===== src/rtl/serial_word_accumulator.sv =====
// -----------------------------------------------------------------------------
// serial_word_accumulator
//
// Bit-serial adder of K parallel-loaded W-bit words. A job captures all K
// words at once. Each RUN cycle then takes one bit plane, which is the same
// bit of every word, starting at the LSB. The popcount of that plane is
// weighted by its bit position and added to an accumulator. After W planes
// the accumulator holds the exact K-word sum.
//
// In signed mode the MSB plane carries weight -2^(W-1). Its weighted
// popcount is therefore subtracted instead of added, and the result is the
// two's-complement sum.
//
// The result is SW = W + clog2(K) bits wide. That width holds any K-word
// sum in either mode, so the accumulator wraps only in intermediate
// signed steps, and modulo-2^SW arithmetic still lands on the exact result.
//
// Handshakes (both sides):
//   A transfer happens on a rising edge where valid && ready are both high.
//   The producer must hold valid (and its data) until that edge.
//   ready may be asserted independently of valid.
//   On the input side, in_ready is high only in IDLE.
//   On the output side, out_valid is high only in DONE, and sum is stable
//   while out_valid is high.
//
// Ports:
//   clk          rising-edge clock
//   rst          synchronous reset, active-high; clears every register
//   in_valid     a job is present on din / signed_mode
//   in_ready     block can accept a job (IDLE)
//   din          K words, word j at din[j*W +: W]
//   signed_mode  1 = words are two's complement; captured with din
//   enable       0 freezes RUN progress; ignored in IDLE and DONE
//   out_valid    sum is valid (DONE)
//   out_ready    consumer accepts sum; only acted on in DONE
//   sum          K-word sum, SW bits
//   busy         FSM is not in IDLE
// -----------------------------------------------------------------------------
module serial_word_accumulator #(
  parameter int W = 5,
  parameter int K = 4,
  localparam int SW = W + $clog2(K)
) (
  input  logic            clk,
  input  logic            rst,
  input  logic            in_valid,
  output logic            in_ready,
  input  logic [W*K-1:0]  din,
  input  logic            signed_mode,
  input  logic            enable,
  output logic            out_valid,
  input  logic            out_ready,
  output logic [SW-1:0]   sum,
  output logic            busy
);

  // Popcount of one plane ranges over 0..K.
  localparam int PCW = $clog2(K + 1);
  // Bit counter addresses planes 0..W-1.
  localparam int BW  = $clog2(W);

  typedef enum logic [1:0] {
    IDLE = 2'd0,
    RUN  = 2'd1,
    DONE = 2'd2
  } state_t;

  state_t          state_q;
  state_t          state_d;

  logic [W*K-1:0]  words_q;
  logic [W*K-1:0]  words_shift;
  logic            signed_q;
  logic [BW-1:0]   bit_q;
  logic [SW-1:0]   acc_q;
  logic [SW-1:0]   sum_q;

  logic [PCW-1:0]  pc;
  logic [SW-1:0]   term;
  logic [SW-1:0]   acc_next;
  logic            last_plane;
  logic            accept;
  logic            step;

  // ---------------------------------------------------------------------------
  // Plane datapath
  // ---------------------------------------------------------------------------
  // The captured words shift right by one bit per processed plane.
  // Bit 0 of each word is therefore always the current plane.
  always_comb begin
    words_shift = '0;
    for (int j = 0; j < K; j++) begin
      words_shift[j*W +: W] = {1'b0, words_q[j*W+1 +: W-1]};
    end
  end

  always_comb begin
    pc = '0;
    for (int j = 0; j < K; j++) begin
      pc = pc + PCW'(words_q[j*W]);
    end
  end

  assign last_plane = (bit_q == BW'(W - 1));

  // The popcount is zero-extended to SW bits before the shift.
  // This keeps K*2^(W-1) representable.
  assign term = SW'(pc) << bit_q;

  // The MSB plane has negative weight for two's-complement words.
  assign acc_next = (signed_q && last_plane) ? (acc_q - term) : (acc_q + term);

  assign accept = (state_q == IDLE) && in_valid;
  assign step   = (state_q == RUN) && enable;

  // ---------------------------------------------------------------------------
  // FSM: state register
  // ---------------------------------------------------------------------------
  always_ff @(posedge clk) begin
    if (rst) begin
      state_q <= IDLE;
    end else begin
      state_q <= state_d;
    end
  end

  // ---------------------------------------------------------------------------
  // FSM: next state
  // ---------------------------------------------------------------------------
  always_comb begin
    state_d = state_q;
    case (state_q)
      IDLE: begin
        if (in_valid) begin
          state_d = RUN;
        end
      end
      RUN: begin
        if (enable && last_plane) begin
          state_d = DONE;
        end
      end
      DONE: begin
        if (out_ready) begin
          state_d = IDLE;
        end
      end
      default: begin
        state_d = IDLE;
      end
    endcase
  end

  // ---------------------------------------------------------------------------
  // Job registers
  // ---------------------------------------------------------------------------
  always_ff @(posedge clk) begin
    if (rst) begin
      words_q  <= '0;
      signed_q <= 1'b0;
      bit_q    <= '0;
      acc_q    <= '0;
      sum_q    <= '0;
    end else if (accept) begin
      words_q  <= din;
      signed_q <= signed_mode;
      bit_q    <= '0;
      acc_q    <= '0;
    end else if (step) begin
      words_q <= words_shift;
      acc_q   <= acc_next;
      if (last_plane) begin
        // The result is published on the same edge that enters DONE.
        sum_q <= acc_next;
      end else begin
        bit_q <= bit_q + BW'(1);
      end
    end
  end

  // ---------------------------------------------------------------------------
  // Outputs
  // ---------------------------------------------------------------------------
  assign in_ready  = (state_q == IDLE);
  assign out_valid = (state_q == DONE);
  assign busy      = (state_q != IDLE);
  assign sum       = sum_q;

endmodule

===== config.mk =====
export PLATFORM = sky130hd
export DESIGN_NAME = serial_word_accumulator
export DESIGN_NICKNAME = d
export VERILOG_FILES = /design/src/rtl/serial_word_accumulator.sv
export SDC_FILE = /design/constraint.sdc
export NUM_CORES = 1
export LEC_CHECK = 0
export CORE_ASPECT_RATIO = 0.9
export CORE_MARGIN = 1.5
export CORE_UTILIZATION = 50
export CTS_CLUSTER_SIZE = 8
export DETAILED_ROUTE_END_ITERATION = 8
export HOLD_SLACK_MARGIN = 0.12
export PLACE_DENSITY = 0.74
export SETUP_SLACK_MARGIN = 0.3
export SYNTH_ARGS = -nofsm -noshare
export SYNTH_HDL_FRONTEND = slang
export SYNTH_SLANG_ARGS = --single-unit

===== constraint.sdc =====
create_clock -name clk -period 10.2 [get_ports clk]
set_clock_uncertainty 0.1 [all_clocks]
set_input_delay 2.04 -clock clk [delete_from_list [all_inputs] [get_ports clk]]
set_output_delay 2.04 -clock clk [all_outputs]
set_load 0.03 [all_outputs]

==> results of run 1 <==
[area by class of cell]
cell class	count	area [um2]
sequential	40	800.8
clock buffer	6	82.58
multi-input combinational	209	1299
tap	60	75.07
inverter	9	33.78
clock inverter	2	38.79
timing repair buffer	37	365.4
fill	362	1461
[synthesized netlist by cell type (3+ instances only)]
cell type	number	area, um2
a21oi_1	29	145.1
nand2_1	45	168.9
nand2b_1	4	25.02
clkbuf_1	13	48.80
o22ai_1	3	18.77
o21ai_0	8	40.04
nor2b_1	6	37.54
ha_1	11	137.6
inv_1	9	33.78
nor2_1	27	101.4
xnor2_1	5	43.79
dfxtp_1	40	800.8
a22oi_1	19	142.6
a211oi_1	5	37.54
nand3_1	7	35.03
a311oi_1	3	26.28
nor3_1	5	25.02
[power groups by stage]
| stage | sequential (mW) | clock, mW | combinational [mW] |
|---|---|---|---|
| after floorplan | 0.171 | 0 | 0.0888 |
| after global placement | 0.173 | 0 | 0.117 |
| after detailed placement | 0.173 | 0 | 0.117 |
| after CTS | 0.169 | 0.139 | 0.118 |
| after global routing | 0.171 | 0.146 | 0.132 |
| final | 0.169 | 0.137 | 0.119 |
[through the flow]
stage	std cells	utilization [%]	hold slack (ns)
final	363	64.84	0.3560
after global routing	363	64.84	0.3762
after CTS	363	64.84	0.3576
after detailed placement	355	61.92	0.3467
after global placement	355	61.92	0.3417
after floorplan	275	-	0.3317
[layer usage]
layer  GRT usage (%)  vias up
li1                -     1021
met1           32.74      895
met2           30.00       39
met3           5.335        2
met4           6.604        0
met5               0        -
[how the worst min path moves through the flow]
stage / to / depth (start not counted)
floorplan: signed_q / 2
CTS: words_q[11] / 2
global route: words_q[11] / 2
finish: sum[3] / 2
detailed placement: words_q[11] / 2
global placement: sum[3] / 2
[sequential cells by signal (all words and copies together) (netlist names)]
register  count
bit_q         3
signed_q      1
state_q       2
sum           7
words_q      20
acc_q         7
[worst max-delay path, cell delays in order, from the launching register on]
cell and delay [ns]:
dfxtp_1 0.33, fa_1 0.47, ha_1 0.20, ha_1 0.43, nor2b_1 0.22, a21oi_1 0.07
or3_1 0.33, ha_1 0.28, nand2_1 0.09, fa_1 0.47, a211oi_1 0.34, o21bai_1 0.12
a21oi_1 0.18, xnor3_1 0.27, a211oi_2 0.22
[cells by family after synthesis]
family          after synthesis  share of synthesized area, %
simple gates                106                         21.79
compound gates               80                         23.94
flops                        40                         36.22
buf+inv                      26                         5.037
fa+ha+maj                    13                         8.036
xor+xnor                      8                         3.792
mux                           2                         1.188
==> flow_metrics.env, run 1 <==
export IMPL_critical_path_peak_fanout=10
export IMPL_drv_cap=0
export IMPL_gr_total_overflow=0
export IMPL_timing_hold_violations_final=0
export IMPL_cts_repair_timing_setup_buffer_count=0
export IMPL_antenna_left=0
export IMPL_setup_worst_path_end="sum[6]"
export IMPL_worst_slew_margin_rel_pct=27.10
export IMPL_routed_via_count=1957
export IMPL_postSynthRegisterBits=40
export IMPL_number_of_flops_mapped_to_enable_cells_by_yosys=0
export IMPL_drive_above_1_share_pct=4.950
export IMPL_min_path_type="flip-flop to flip-flop"
export IMPL_dominantRegCellSynth="dfxtp_1"
export IMPL_power_density_nw_per_um2=158.0
export IMPL_ff2ff_path_depth=14
export IMPL_final_cell_mix="45 x nand2_1, 40 x dfxtp_1, 35 x clkdlybuf4s50_1"
export IMPL_cts_tree="done"
export IMPL_floorplan_rows=22
export IMPL_power_switching_uw=128.5
export IMPL_achievable_frequency_ghz=0.2385
export IMPL_area_delta_synth_final_pct=21.90
export IMPL_setup_tns_ns=0
export IMPL_clock_power_share_pct=32.2
export IMPL_detailed_place_area_um2=2574
export IMPL_drt_iter0_markers=155
export IMPL_finish_net_count=341
export IMPL_syn_inst=275
export IMPL_antennaDiodeCount=0
export IMPL_coreArea_um2=4156
export IMPL_worstSkewPairLatency_ns=0.29
export IMPL_tritoncts_num_sinks=40
export IMPL_vdd_ir_drop_worst_mv=0.09058
export IMPL_syn_cell_area_um2=2211
export IMPL_regToRegEndpoint="sum[6]"
export IMPL_wl_met1_mm=2.568
export IMPL_design_portCount=36
export IMPL_grt_start_max_net_pins=34
export IMPL_route_detailed_drc=0
export IMPL_fin_ws_ns=6.006
export IMPL_per_cell_routed_wire_length_um=13.54
export IMPL_synthesis_area_per_instance_um2=8.040
export IMPL_global_route_wire_length_before_repair_mm=8.017
export IMPL_cp_end_kind="flip-flop"
export IMPL_gp_congestion=0.9194
export IMPL_groute_usage_overall_pct=21.73
export IMPL_clock_tree_htree_level_count=2
export IMPL_crit_reg2reg_launch="words_q[0]"
export IMPL_leakagePower_nw=0.9966
export IMPL_synth_seq_area_share_pct=36.22
export IMPL_placement_setup_worst_slack_ns=5.927
export IMPL_sw_frac_of_total_pct=30.17
export IMPL_hpwl_mm=3.458
export IMPL_port_buffers=35
export IMPL_power_internal_uw=297.3
export IMPL_chipWidth_um=73.10
export IMPL_seq_power_share_pct=39.8
export IMPL_worst_slew_pin_transition_ns=1.089
export IMPL_report_final_slew_viol_count=0
export IMPL_syn_nets=314
export IMPL_worstHoldStart="sum[3]"
export IMPL_layout_cells_most_common="nand2_1"
export IMPL_crit_path_start="words_q[0]"
export IMPL_asyncSetResetFlopFracSynth_pct=0
export IMPL_clock_transition_time_at_the_flip_flop_clock_pins_of_the_worst_setup_and_hold_paths_ns=0.08
export IMPL_pwr_share_comb_pct=28.0
export IMPL_power_total_uw=425.7
export IMPL_grt_antenna_before_repair=0
export IMPL_ctsRootBufferMaster="clkbuf_8"
export IMPL_total_of_warnings_raised_by_yosys=0
export IMPL_fp_dieH_um=66.09
export IMPL_setup_viol=0
export IMPL_yosysUniqueCellTypes=45
export IMPL_floorplan_die_area_um2=4830
export IMPL_cts_made_buffers=5
export IMPL_cts_repair_resized=0
export IMPL_run_status="finished, final reports clean"
export IMPL_initial_utilization_pct=53.19
export IMPL_stdcell_area_um2=2695
export IMPL_hold_buffers=0
export IMPL_cts_max_path_buffers=2
export IMPL_layout_min_cycle_time_ns=4.194
export IMPL_drt_total_wl_mm=4.915
export IMPL_top_sig_layer="met4"
export IMPL_critPathRequiredTime_ns=10.31
export IMPL_met3_wirelength_um=231
export IMPL_min_period_over_period_pct=41.11
export IMPL_worstSetupPathType="flip-flop to flip-flop"
export IMPL_rrSetupSlack_ns=6.01
export IMPL_timing_critical_path_from_type="flip-flop"
export IMPL_met2RoutedLength_mm=2.088
export IMPL_first_pass_iters=4
export IMPL_critical_path_arrival_ns=4.31
export IMPL_avgViaCountPerCell=5.391
export IMPL_rsz0062_at_grt="false"
export IMPL_first_global_vias=1696
(Power assumes the default switching activity.)
==> run 2: changes to the inputs <==
==> constraint.sdc (replaced) <==
create_clock -name clk -period 4.3 [get_ports clk]
set_clock_uncertainty 0.1 [all_clocks]
set_input_delay 0.86 -clock clk [delete_from_list [all_inputs] [get_ports clk]]
set_output_delay 0.86 -clock clk [all_outputs]
set_load 0.03 [all_outputs]
==> run 2 against run 1 <==
Against the previous run:
- sequential power up 140%
- setup slack lost 5.6 ns
- global-route usage is 0.076 points lower
==> flow_metrics.env, run 2 (synthesis results as in run 1) <==
export IMPL_first_pass_iters=4
export IMPL_gr_total_overflow=0
export IMPL_cts_repair_resized=0
export IMPL_ctsRootBufferMaster="clkbuf_8"
export IMPL_drt_iter0_markers=131
export IMPL_critical_path_most_common_cell="ha_1"
export IMPL_coreArea_um2=4156
export IMPL_fill_cells=379
export IMPL_antenna_left=0
export IMPL_cts_repair_timing_setup_buffer_count=0
export IMPL_largest_register_ffs=20
export IMPL_placement_setup_worst_slack_ns=0.3719
export IMPL_critical_path_peak_fanout=4
export IMPL_stdcell_area_um2=2708
export IMPL_antennaDiodeCount=0
export IMPL_fin_ws_ns=0.4071
export IMPL_holdPathEnd="sum[3]"
export IMPL_min_period_over_period_pct=90.53
export IMPL_min_path_type="flip-flop to flip-flop"
export IMPL_initial_utilization_pct=53.19
export IMPL_layout_min_cycle_time_ns=3.893
export IMPL_area_delta_synth_final_pct=22.47
export IMPL_per_cell_routed_wire_length_um=13.46
export IMPL_crit_buf_inv=0
export IMPL_critPathMaxStageDelay_ns=0.47
export IMPL_crit_path_top_delay_cell="fa_1"
export IMPL_worstHoldStart="sum[3]"
export IMPL_finalCoreUtilization_pct=65.14
export IMPL_report_final_slew_viol_count=0
export IMPL_finish_net_count=344
export IMPL_largest_register="words_q"
export IMPL_worstSkewPairLatency_ns=0.28
export IMPL_first_global_vias=1740
export IMPL_critPathRequiredTime_ns=4.38
export IMPL_holdPathStages=2
export IMPL_cp_cell_sequence="fa_1 > ha_1 > ha_1 > nor2b_1 > a21oi_1 > or3_1 > ha_1 > xnor2_1 > nand2_1 > ha_1 > o21ai_1 > a2111oi_2 > a311oi_1 > o31ai_1"
export IMPL_regToRegEndpoint="sum[5]"
export IMPL_final_cell_mix="45 x nand2_1, 40 x dfxtp_1, 35 x clkdlybuf4s50_1"
export IMPL_timing_critical_path_from_type="flip-flop"
export IMPL_hpwl_mm=3.549
export IMPL_fp_dieH_um=66.09
export IMPL_worstSetupPathType="flip-flop to flip-flop"
export IMPL_timing_hold_violations_final=0
export IMPL_cts_made_buffers=5
export IMPL_cp_top_family="adder cells"
export IMPL_vdd_ir_drop_worst_mv=0.2017
export IMPL_rsz0062_at_grt="true"
export IMPL_setup_viol=0
export IMPL_port_buffers=35
export IMPL_worst_slew_pin_transition_ns=0.6914
export IMPL_crit_reg2reg_launch="words_q[0]"
export IMPL_tritoncts_num_sinks=40
export IMPL_ff2ff_path_depth=14
export IMPL_floorplan_rows=22
export IMPL_leakagePower_nw=0.9977
export IMPL_route_detailed_drc=0
export IMPL_clock_transition_time_at_the_flip_flop_clock_pins_of_the_worst_setup_and_hold_paths_ns=0.07
export IMPL_run_status="finished, final reports clean"
export IMPL_layout_cells_most_common="nand2_1"
export IMPL_design_portCount=36
export IMPL_floorplan_die_area_um2=4830
export IMPL_routed_via_count=1998
export IMPL_worst_slew_margin_rel_pct=53.76
export IMPL_clock_tree_htree_level_count=2
export IMPL_multi_input_comb_area_um2=1333
export IMPL_power_density_nw_per_um2=346.9
export IMPL_groute_usage_overall_pct=21.66
export IMPL_fin_worst_hold_slack_ns=0.3529
export IMPL_setup_tns_ns=0
export IMPL_global_route_wire_length_before_repair_mm=7.969
export IMPL_rrSetupSlack_ns=0.41
export IMPL_detailed_place_area_um2=2596
export IMPL_cts_max_path_buffers=2
export IMPL_cp_end_kind="flip-flop"
export IMPL_drt_total_wl_mm=4.914
export IMPL_hold_buffers=0
export IMPL_drive_above_1_share_pct=6.885
export IMPL_critical_path_arrival_ns=3.97
export IMPL_achievable_frequency_ghz=0.2569
export IMPL_grt_antenna_before_repair=0
export IMPL_gp_congestion=0.8798
export IMPL_avgViaCountPerCell=5.474
export IMPL_regArea_um2=800.8
export IMPL_grt_start_max_net_pins=22
export IMPL_drv_cap=0
export IMPL_cts_tree="done"
export IMPL_chipWidth_um=73.10
==> run 2: layer usage <==
| layer | global-route usage (%) | vias up | part of all wire [%] |
|---|---|---|---|
| li1 | - | 1031 | - |
| met1 | 31.69 | 906 | 50 |
| met2 | 31.25 | 52 | 42 |
| met3 | 5.640 | 9 | 7.1 |
| met4 | 5.660 | 0 | 1.5 |
| met5 | 0 | - | 0 |
==> run 2: worst register-to-register path, cell delays in order, from the launching register on <==
cell	delay, ns
dfxtp_1	0.33
fa_1	0.47
ha_1	0.20
ha_1	0.29
nor2b_1	0.17
a21oi_1	0.07
or3_1	0.35
ha_1	0.25
xnor2_1	0.17
nand2_1	0.07
ha_1	0.35
o21ai_1	0.14
a2111oi_2	0.40
a311oi_1	0.13
o31ai_1	0.31
==> run 2: cell type report <==
type                            instances  area share, %
Clock inverter                          1         0.1848
Timing Repair Buffer                   40          14.33
Clock buffer                            6          2.680
Multi-Input combinational cell        209          49.21
Sequential cell                        40          29.57
Inverter                                9          1.248
Tap cell                               60          2.773
==> run 2: per-stage QoR <==
stage	instances	power (mW)
detailed placement	358	0.6940
global placement	358	0.6900
global route	365	1.003
CTS	365	0.9234
finish	365	0.9393
floorplan	275	0.6160
==> run 2: report_power, final <==
part           switching [mW]  internal, mW  leakage (nW)
Clock                   0.118         0.110        0.0410
Combinational           0.167         0.142         0.630
Sequential             0.0140         0.388         0.326
Total                   0.299         0.640         0.998
==> run 2: how the worst max path moves through the flow <==
stage	cells past startpoint	start	end
6_report	14	words_q[0]	sum[5]
5_1_grt	14	words_q[0]	sum[5]
4_1_cts	14	words_q[0]	sum[6]
3_5_place_dp	14	words_q[0]	sum[6]
3_3_place_gp	14	words_q[0]	sum[6]
2_1_floorplan	15	words_q[0]	sum[6]
